**config.mk**
```make
export PLATFORM = sky130hd
export DESIGN_NAME = arp_resolve_sched
export DESIGN_NICKNAME = d
export VERILOG_FILES = /design/src/rtl/udp_stack_pkg.sv /design/src/rtl/arp_sched_timer.sv /design/src/rtl/arp_resolve_sched.sv
export SDC_FILE = /design/constraint.sdc
export NUM_CORES = 1
export LEC_CHECK = 0
export ABC_AREA = 0
export CORE_ASPECT_RATIO = 0.7
export CORE_MARGIN = 2
export CORE_UTILIZATION = 44
export CTS_BUF_LIST = sky130_fd_sc_hd__clkbuf_8
export DETAILED_ROUTE_END_ITERATION = 10
export PLACE_DENSITY = 0.82
export SYNTH_ARGS = -nofsm -noshare
export SYNTH_HDL_FRONTEND = slang
export SYNTH_HIERARCHICAL = 1
export SYNTH_SLANG_ARGS = --single-unit
```
**constraint.sdc**
```tcl
create_clock -name clk_user_i -period 3.7 [get_ports clk_user_i]
set_clock_uncertainty 0.05 [all_clocks]
set_input_delay 0.555 -clock clk_user_i [delete_from_list [all_inputs] [get_ports clk_user_i]]
set_output_delay 0.555 -clock clk_user_i [all_outputs]
set_load 0.05 [all_outputs]
```
**src/rtl/udp_stack_pkg.sv**
```systemverilog
// Shared types and constants for the UDP/IP stack ARP resolution path.
package udp_stack_pkg;

    localparam int unsigned IP_W  = 32;
    localparam int unsigned MAC_W = 48;

    // Default ARP timing at 125 MHz.
    localparam int unsigned ARP_TIMEOUT_CYC = 125000;
    localparam int unsigned ARP_MAX_RETRY   = 3;
    localparam int unsigned ARP_HOLDOFF_CYC = 1250000;

    typedef enum logic [2:0] {
        ARP_IDLE    = 3'd0,
        ARP_SEND    = 3'd1,
        ARP_WAIT    = 3'd2,
        ARP_DONE    = 3'd3,
        ARP_HOLDOFF = 3'd4
    } arp_state_e;

    // Larger of two unsigned values.
    function automatic int unsigned max_u(input int unsigned a, input int unsigned b);
        return (a > b) ? a : b;
    endfunction

    // Bits needed to hold 0..v, never less than one.
    function automatic int unsigned cnt_width(input int unsigned v);
        return (v < 1) ? 1 : $clog2(v + 1);
    endfunction

endpackage

```
**src/rtl/arp_sched_timer.sv**
```systemverilog
// Loadable saturating down-counter with a zero flag.
module arp_sched_timer #(
    parameter int unsigned W = 8
) (
    input  logic         clk_user_i,
    input  logic         reset_i,
    input  logic         load_i,
    input  logic [W-1:0] load_val_i,
    input  logic         dec_i,
    output logic         zero_c
);

    logic [W-1:0] count_q;
    logic [W-1:0] count_d;

    // Load wins over decrement; decrement stops at zero.
    always_comb begin
        count_d = count_q;
        if (load_i) begin
            count_d = load_val_i;
        end else if (dec_i && (count_q != '0)) begin
            count_d = count_q - W'(1);
        end
    end

    // Count register.
    always_ff @(posedge clk_user_i) begin
        if (reset_i) begin
            count_q <= '0;
        end else begin
            count_q <= count_d;
        end
    end

    assign zero_c = (count_q == '0);

endmodule

```
**src/rtl/arp_resolve_sched.sv**
```systemverilog
// ARP resolution sequencer: one outstanding miss, request/retry/timeout, then result.
module arp_resolve_sched
    import udp_stack_pkg::*;
#(
    parameter int unsigned TIMEOUT_CYC = ARP_TIMEOUT_CYC,
    parameter int unsigned MAX_RETRY   = ARP_MAX_RETRY,
    parameter int unsigned HOLDOFF_CYC = ARP_HOLDOFF_CYC
) (
    input  logic             clk_user_i,
    input  logic             reset_i,
    input  logic             miss_vld_i,
    input  logic [IP_W-1:0]  miss_ip_i,
    output logic             miss_rdy_o,
    input  logic             learn_en_i,
    input  logic [IP_W-1:0]  learn_ip_i,
    input  logic [MAC_W-1:0] learn_mac_i,
    output logic             request_send_en_o,
    output logic [IP_W-1:0]  request_ip_addr_o,
    output logic             done_o,
    output logic             done_ok_o,
    output logic [IP_W-1:0]  done_ip_o,
    output logic [MAC_W-1:0] done_mac_o,
    output logic             busy_o
);

    localparam int unsigned TMR_W = cnt_width(max_u(TIMEOUT_CYC, HOLDOFF_CYC));
    localparam int unsigned RTY_W = cnt_width(MAX_RETRY);

    arp_state_e          state_q, state_d;
    logic [IP_W-1:0]     req_ip_q, req_ip_d;
    logic [MAC_W-1:0]    mac_q, mac_d;
    logic                ok_q, ok_d;
    logic [RTY_W-1:0]    retry_q, retry_d;

    logic                miss_rdy_q, miss_rdy_d;
    logic                send_q, send_d;
    logic                busy_q, busy_d;
    logic                done_q, done_d;
    logic                done_ok_q, done_ok_d;
    logic [IP_W-1:0]     done_ip_q, done_ip_d;
    logic [MAC_W-1:0]    done_mac_q, done_mac_d;

    logic                tmr_load;
    logic [TMR_W-1:0]    tmr_val;
    logic                tmr_dec;
    logic                tmr_zero;
    logic                learn_hit;

    arp_sched_timer #(
        .W (TMR_W)
    ) u_timer (
        .clk_user_i (clk_user_i),
        .reset_i    (reset_i),
        .load_i     (tmr_load),
        .load_val_i (tmr_val),
        .dec_i      (tmr_dec),
        .zero_c     (tmr_zero)
    );

    assign learn_hit = learn_en_i && (learn_ip_i == req_ip_q);

    // Next state, latches, timer control, and next values of the registered outputs.
    always_comb begin
        state_d  = state_q;
        req_ip_d = req_ip_q;
        mac_d    = mac_q;
        ok_d     = ok_q;
        retry_d  = retry_q;
        tmr_load = 1'b0;
        tmr_val  = '0;
        tmr_dec  = 1'b0;

        case (state_q)
            ARP_IDLE: begin
                // miss_rdy_q gates acceptance so the first cycle after reset is not ready.
                if (miss_vld_i && miss_rdy_q) begin
                    req_ip_d = miss_ip_i;
                    mac_d    = '0;
                    ok_d     = 1'b0;
                    retry_d  = '0;
                    state_d  = ARP_SEND;
                end
            end
            ARP_SEND: begin
                tmr_load = 1'b1;
                tmr_val  = TMR_W'(TIMEOUT_CYC - 1);
                if (learn_hit) begin
                    mac_d   = learn_mac_i;
                    ok_d    = 1'b1;
                    state_d = ARP_DONE;
                end else begin
                    state_d = ARP_WAIT;
                end
            end
            ARP_WAIT: begin
                // A match beats a simultaneous expiry.
                if (learn_hit) begin
                    mac_d   = learn_mac_i;
                    ok_d    = 1'b1;
                    state_d = ARP_DONE;
                end else if (tmr_zero) begin
                    if (retry_q < RTY_W'(MAX_RETRY)) begin
                        if (retry_q != {RTY_W{1'b1}}) begin
                            retry_d = retry_q + RTY_W'(1);
                        end
                        state_d = ARP_SEND;
                    end else begin
                        ok_d    = 1'b0;
                        state_d = ARP_DONE;
                    end
                end else begin
                    tmr_dec = 1'b1;
                end
            end
            ARP_DONE: begin
                if (ok_q) begin
                    state_d = ARP_IDLE;
                end else begin
                    tmr_load = 1'b1;
                    tmr_val  = TMR_W'(HOLDOFF_CYC - 1);
                    state_d  = ARP_HOLDOFF;
                end
            end
            ARP_HOLDOFF: begin
                if (tmr_zero) begin
                    state_d = ARP_IDLE;
                end else begin
                    tmr_dec = 1'b1;
                end
            end
            default: begin
                state_d = ARP_IDLE;
            end
        endcase

        miss_rdy_d = (state_d == ARP_IDLE);
        send_d     = (state_d == ARP_SEND);
        busy_d     = (state_d != ARP_IDLE);
        done_d     = (state_d == ARP_DONE);
        done_ok_d  = done_d && ok_d;
        done_ip_d  = done_d ? req_ip_d : '0;
        done_mac_d = (done_d && ok_d) ? mac_d : '0;
    end

    // State, latches and output registers; reset aborts any resolution in flight.
    always_ff @(posedge clk_user_i) begin
        if (reset_i) begin
            state_q    <= ARP_IDLE;
            req_ip_q   <= '0;
            mac_q      <= '0;
            ok_q       <= 1'b0;
            retry_q    <= '0;
            miss_rdy_q <= 1'b0;
            send_q     <= 1'b0;
            busy_q     <= 1'b0;
            done_q     <= 1'b0;
            done_ok_q  <= 1'b0;
            done_ip_q  <= '0;
            done_mac_q <= '0;
        end else begin
            state_q    <= state_d;
            req_ip_q   <= req_ip_d;
            mac_q      <= mac_d;
            ok_q       <= ok_d;
            retry_q    <= retry_d;
            miss_rdy_q <= miss_rdy_d;
            send_q     <= send_d;
            busy_q     <= busy_d;
            done_q     <= done_d;
            done_ok_q  <= done_ok_d;
            done_ip_q  <= done_ip_d;
            done_mac_q <= done_mac_d;
        end
    end

    assign miss_rdy_o        = miss_rdy_q;
    assign request_send_en_o = send_q;
    assign request_ip_addr_o = req_ip_q;
    assign busy_o            = busy_q;
    assign done_o            = done_q;
    assign done_ok_o         = done_ok_q;
    assign done_ip_o         = done_ip_q;
    assign done_mac_o        = done_mac_q;

endmodule
```
Word-level counts from Yosys, hierarchy flattened

Cells that the tools add are included.

Multiplexer cells: 34
Add/sub/neg operators: 2
Order comparisons: 1
Equal/unequal tests: 13
Reductions and logical operators: 15
Bitwise logic cells: 2

Operators with widths:

| cell                                                                 | number |
|---|---|
| 48-bit 2-to-1 mux                                                    | 2 |
| 48-bit case mux with 2 select lines                                  | 1 |
| 32-bit 2-to-1 mux                                                    | 2 |
| 21-bit 2-to-1 mux                                                    | 3 |
| 21-bit case mux with 2 select lines                                  | 1 |
| 32-bit == test                                                       | 1 |
| 21-bit logical NOT                                                   | 1 |
| 21-bit nonzero test                                                  | 1 |
| 21-bit by 1-bit subtractor with 21-bit output, second input constant | 1 |
| 3-bit 2-to-1 mux                                                     | 5 |
| 3-bit case mux with 5 select lines                                   | 1 |
| 2-bit 2-to-1 mux                                                     | 6 |
| 2-bit != test, second input constant                                 | 6 |
| 3-bit by 2-bit == test with 1-bit output, second input constant      | 3 |
| 1-bit 2-to-1 mux                                                     | 9 |
| 3-bit by 1-bit == test with 1-bit output, second input constant      | 2 |
| 3-bit logical NOT                                                    | 2 |
| 6-bit AND reduction                                                  | 1 |
| 2-bit OR reduction                                                   | 3 |
| 1-bit logical AND                                                    | 4 |
| 1-bit case mux with 2 select lines                                   | 2 |
| 2-bit case mux with 2 select lines                                   | 1 |
| 2-bit nonzero test                                                   | 2 |
| 3-bit == test, second input constant                                 | 1 |
| other kinds (5)                                                      | 6 |

Register bits after elaboration: 192
Output and inout port bits: 117

Depth between registers and ports, before layout

Depth in word-level cells: 9
Depth in mapped cells: 11

Modules after synthesis

Netlist, hierarchy kept.

Modules (own cells, without submodules):

| module            | sequential area each (um^2) | instances | area an instance (um^2) | cells each |
|---|---|---|---|---|
| arp_resolve_sched | 2462.4                      | 1         | 4171.5                  | 394 |
| arp_sched_timer   | 420.4                       | 1         | 1466.4                  | 179 |

Least setup slack after synthesis

Ideal clock, no wire load.

Kind: reg-to-reg
Start point: register req_ip_q[18] (netlist: request_ip_addr_o[18])
End point: register u_timer.count_q[16]
Period minus slack after synthesis: 2.919 ns
Cell stages (with the launch flop): 12
Arrival: 2.778 ns
Setup slack: 0.781 ns
Library setup time: 0.091 ns
Cell sequence: dfxtp_1 -> xor2_1 -> nor4_1 -> and3_1 -> nand4_4 -> a21oi_1 -> nor3_1 -> and4bb_2 -> nand2_1 -> buf_2 -> or4_1 -> a311oi_1

Cells in the longest elaborated chain, start to end: 6

RTL lines:

| what                               | RTL line                 | source |
|---|---|---|
| start: declaration                 | arp_resolve_sched.sv:30  | `logic [IP_W-1:0] req_ip_q, req_ip_d;` |
| start signal: assignment           | arp_resolve_sched.sv:162 | `req_ip_q <= req_ip_d;` |
| 32-bit == test                     | arp_resolve_sched.sv:60  | `assign learn_hit = learn_en_i && (learn_ip_i == req_ip_q);` |
| 1-bit logical AND                  | arp_resolve_sched.sv:60  |  |
| 1-bit 2-to-1 mux                   | arp_resolve_sched.sv:97  | `if (learn_hit) begin` |
| 1-bit case mux with 2 select lines | arp_resolve_sched.sv:73  | `case (state_q)` |
| named net tmr_dec                  | arp_resolve_sched.sv:45  | `logic tmr_dec;` |
| 1-bit logical AND                  | arp_sched_timer.sv:21    | `end else if (dec_i && (count_q != '0)) begin` |
| 2-bit nonzero test (no line)       | -                        |  |
| end signal: assignment             | arp_sched_timer.sv:31    | `count_q <= count_d;` |
| end: declaration                   | arp_sched_timer.sv:13    | `logic [W-1:0] count_q;` |

The timed path passes the listed nets, and every way through them passes these cells.
A chain may end at the register's enable or synchronous reset.

Worst setup path in the final report

Start point: input port learn_ip_i[0]
End point: register u_timer.count_q[14]

Cells in the longest elaborated chain, start to end: 6

RTL lines:

| what                               | RTL line                | source |
|---|---|---|
| start: declaration                 | arp_resolve_sched.sv:15 | `input logic [IP_W-1:0] learn_ip_i,` |
| 32-bit == test                     | arp_resolve_sched.sv:60 |  |
| 1-bit logical AND                  | arp_resolve_sched.sv:60 |  |
| 1-bit 2-to-1 mux                   | arp_resolve_sched.sv:97 |  |
| 1-bit case mux with 2 select lines | arp_resolve_sched.sv:73 |  |
| named net tmr_dec                  | arp_resolve_sched.sv:45 |  |
| 1-bit logical AND                  | arp_sched_timer.sv:21   |  |
| 2-bit nonzero test (no line)       | -                       |  |

The timed path passes the listed nets, and every way through them passes these cells.

==> results.py <==
metrics = {
    "status": {
        "status": "finished clean",
    },
    "logic_synthesis": {
        "synthMostInstantiatedCell": "dfxtp_1",
        "synth-main-ff-cell": "dfxtp_1",
        "synth.distinct_cells": 63,
        "synthTopCellsByArea": "dfxtp_1 51%, mux2i_1 6.0%, and2_1 5.3%",
        "synthArstFlopShare_pct": 0,
        "synth-seq-cells": 144,
        "syn-cell-area_um2": 5640,
        "synth_largest_area_cell": "dfxtp_1",
        "synth_top_family_by_area": "simple AND/OR/NAND/NOR gates",
        "synth_simple_gate_area_share_pct": 24.8,
        "netlist_instances": 573,
        "synth-compound-area-share_pct": 8.77,
        "synth_common_cells": "144 x dfxtp_1, 64 x nor2_1, 48 x and2_1, 45 x nor3_1, 34 x mux2i_1",
        "synth_edf_count": 0,
        "synthAdderAreaFrac_pct": 0.666,
        "syn_area_per_cell_um2": 9.84,
        "yosys.area.top_type_share_pct": 51.1,
        "muxShareOfSynthArea_pct": 6.04,
        "yosysSeqAreaShare_pct": 51.1,
        "synth_xor_area_share_pct": 4.97,
        "yosysWarnings": 6,
    },
    "setup_path": {
        "startpoint": "learn_ip_i[0]",
        "arrival_ns": 3.39,
        "path_class": "input port to flop",
        "endpoint_kind": "flop",
        "worstReg2RegStart": "request_ip_addr_o[0]$_SDFF_PP0_",
        "r2r_cells": 10,
        "cp.required_ns": 3.98,
        "reg2reg_to": "u_timer/count_q[14]$_SDFFE_PP0P_",
        "r2r_slack_ns": 0.74,
        "worstSetupStartpointType": "input port",
        "worstPathMaxFanout": 12,
    },
    "placement": {
        "placed_cells": 945,
        "dpl.hpwl_um": 12200,
        "dpl_cell_area_um2": 8100,
        "dp_slack_ns": 0.262,
        "port_buffers": 232,
        "place_congestion": 0.913,
    },
    "global_routing": {
        "grt_max_degree": 50,
        "grt_use_total_pct": 23.4,
        "globalRouteOverflowTotal": 0,
        "antenna_found_initial": 0,
        "grt_pass1_wl_um": 25600,
        "grt_pass1_vias": 4953,
    },
    "layout": {
        "areaGrowthSynthToFinish_pct": 50.5,
        "instances_no_fill": 977,
        "drive_gt1_share_pct": 7.24,
        "nets": 921,
        "finalInstanceArea_um2": 8480,
        "antenna_cells": 0,
    },
    "route": {
        "drc": 0,
        "drtPass1Iterations": 5,
        "drt_iter0_drc": 395,
        "drtAntennaViolNets": 0,
        "vias": 5085,
        "vias_per_cell": 5.20,
        "wl_per_cell_um": 16.6,
        "wl_um": 16200,
    },
    "clock_tree": {
        "cts_resized": 0,
        "cts_max_level": 4,
        "cts_buffer_depth": 2,
        "cts_buffers": 17,
        "clk_latency_ns": 0.44,
        "cts.sinks": 144,
        "clk_pin_slew_ns": 0.08,
        "tritoncts": "done",
        "cts_setup_buffers": 0,
        "clockRootBuffer": "clkbuf_8",
        "hold_buffers": 0,
    },
    "power": {
        "powerDensity_nw_per_um2": 385,
        "leakage_nw": 3.26,
        "ir_worst_vdd_mv": 0.226,
    },
    "min_path": {
        "hold_path_end": "retry_q[0]$_SDFFE_PP0P_",
        "min_path_type": "flop to flop",
        "whs_path_depth": 1,
        "hp-start": "retry_q[0]$_SDFFE_PP0P_",
    },
    "floorplan": {
        "coreArea_um2": 12500,
        "initial_utilization_pct": 45.2,
        "rows": 34,
        "die-area_um2": 13700,
        "die_width_um": 139,
        "io_pins": 233,
        "die_h_um": 98.7,
    },
    "sta": {
        "tightest_slew_ns": 0.886,
        "maxSlewViolCount": 0,
        "setup_ws_ns": 0.596,
        "rsz0062_at_grt": "no",
        "post-route-min-period_ns": 3.10,
        "hold_violations": 0,
        "finalSetupViolCount": 0,
        "fmax_ghz": 0.322,
        "period_share_pct": 83.9,
        "slew-limit-headroom_pct": 40.9,
        "tns_ns": 0,
    },
    "job": {
        "maxCapViolCount": 0,
    },
}
-- metal layers --
layer	vias up	wire length (um)	track usage, %
li1	2467	-	-
met1	2381	7030	29.8
met2	208	7670	38.4
met3	29	1070	5.49
met4	0	419	10.3
met5	-	0	0
-- per-stage QoR --
| stage | util (%) | power [mW] | hold slack [ns] |
|---|---|---|---|
| global route | 68.1 | 3.40 | 0.475 |
| CTS | 68.1 | 3.29 | 0.441 |
| floorplan | - | 1.90 | 0.378 |
| detailed placement | 65.0 | 2.11 | 0.431 |
| finish | 68.1 | 3.27 | 0.440 |
| global placement | 65.0 | 2.10 | 0.397 |
-- worst max-delay path: stages --
cell and delay, ns:
clkdlybuf4s50_1 0.48, xor2_1 0.20, nor4_1 0.07, and3_1 0.21
nand4_4 0.16, a21oi_1 0.09, nor3_1 0.25, and4bb_2 0.35
nand2_1 0.25, or4_1 0.48, a311oi_1 0.27
-- registers in the layout (all words and copies together), names as in the netlist --
| signal | flops |
|---|---|
| busy_o | 1 |
| ok_q | 1 |
| done_mac_o | 48 |
| request_send_en_o | 1 |
| u_timer/count_q | 21 |
| done_ok_o | 1 |
| retry_q | 2 |
| done_ip_o | 32 |
| request_ip_addr_o | 32 |
| done_o | 1 |
| state_q | 3 |
| miss_rdy_o | 1 |
-- power breakdown --
group	internal, mW	switching [mW]	leakage [nW]
registers	1.57	0.0323	1.16
logic	0.223	0.252	1.91
clock network	0.517	0.671	0.189
-- cell usage in the layout, fill, tap and decap left out, types with 11 or more instances in the layout --
master,netlist,routed
nand2_1,18,17
xnor2_1,25,25
clkdlybuf4s50_1,0,231
and2_1,48,48
nor2_1,64,64
inv_1,11,11
dfxtp_1,144,144
nand4_1,11,11
clkbuf_8,0,18
a311oi_1,11,11
mux2i_1,34,34
nor3_1,45,45
-- cell type report --
type | count | area [um2]
clock buffer | 18 | 248
clock inverter | 14 | 139
fill | 943 | 3980
inverter | 12 | 45.0
multi-input combinational | 386 | 2580
sequential | 144 | 2880
tap | 162 | 203
timing repair buffer | 241 | 2380
-- logic make-up after synthesis --
logic type | Yosys count
adder cells (fa/ha/maj) | 3
AO/OA/AOI/OAI | 65
buffers and inverters | 48
multiplexers | 34
XOR/XNOR | 32
AND/OR/NAND/NOR | 246
flip-flops | 144
other | 1
-- worst max-delay path by stage --
stage | end | slack (ns)
6_report | u_timer/count_q[14]$_SDFFE_PP0P_ | 0.60
3_5_place_dp | u_timer/count_q[20]$_SDFFE_PP0P_ | 0.26
2_1_floorplan | u_timer/count_q[16]$_SDFFE_PP0P_ | 0.78
4_1_cts | u_timer/count_q[14]$_SDFFE_PP0P_ | 0.71
3_3_place_gp | u_timer/count_q[14]$_SDFFE_PP0P_ | 0.37
5_1_grt | u_timer/count_q[14]$_SDFFE_PP0P_ | 0.41
Power figures use the tool's default switching activity.
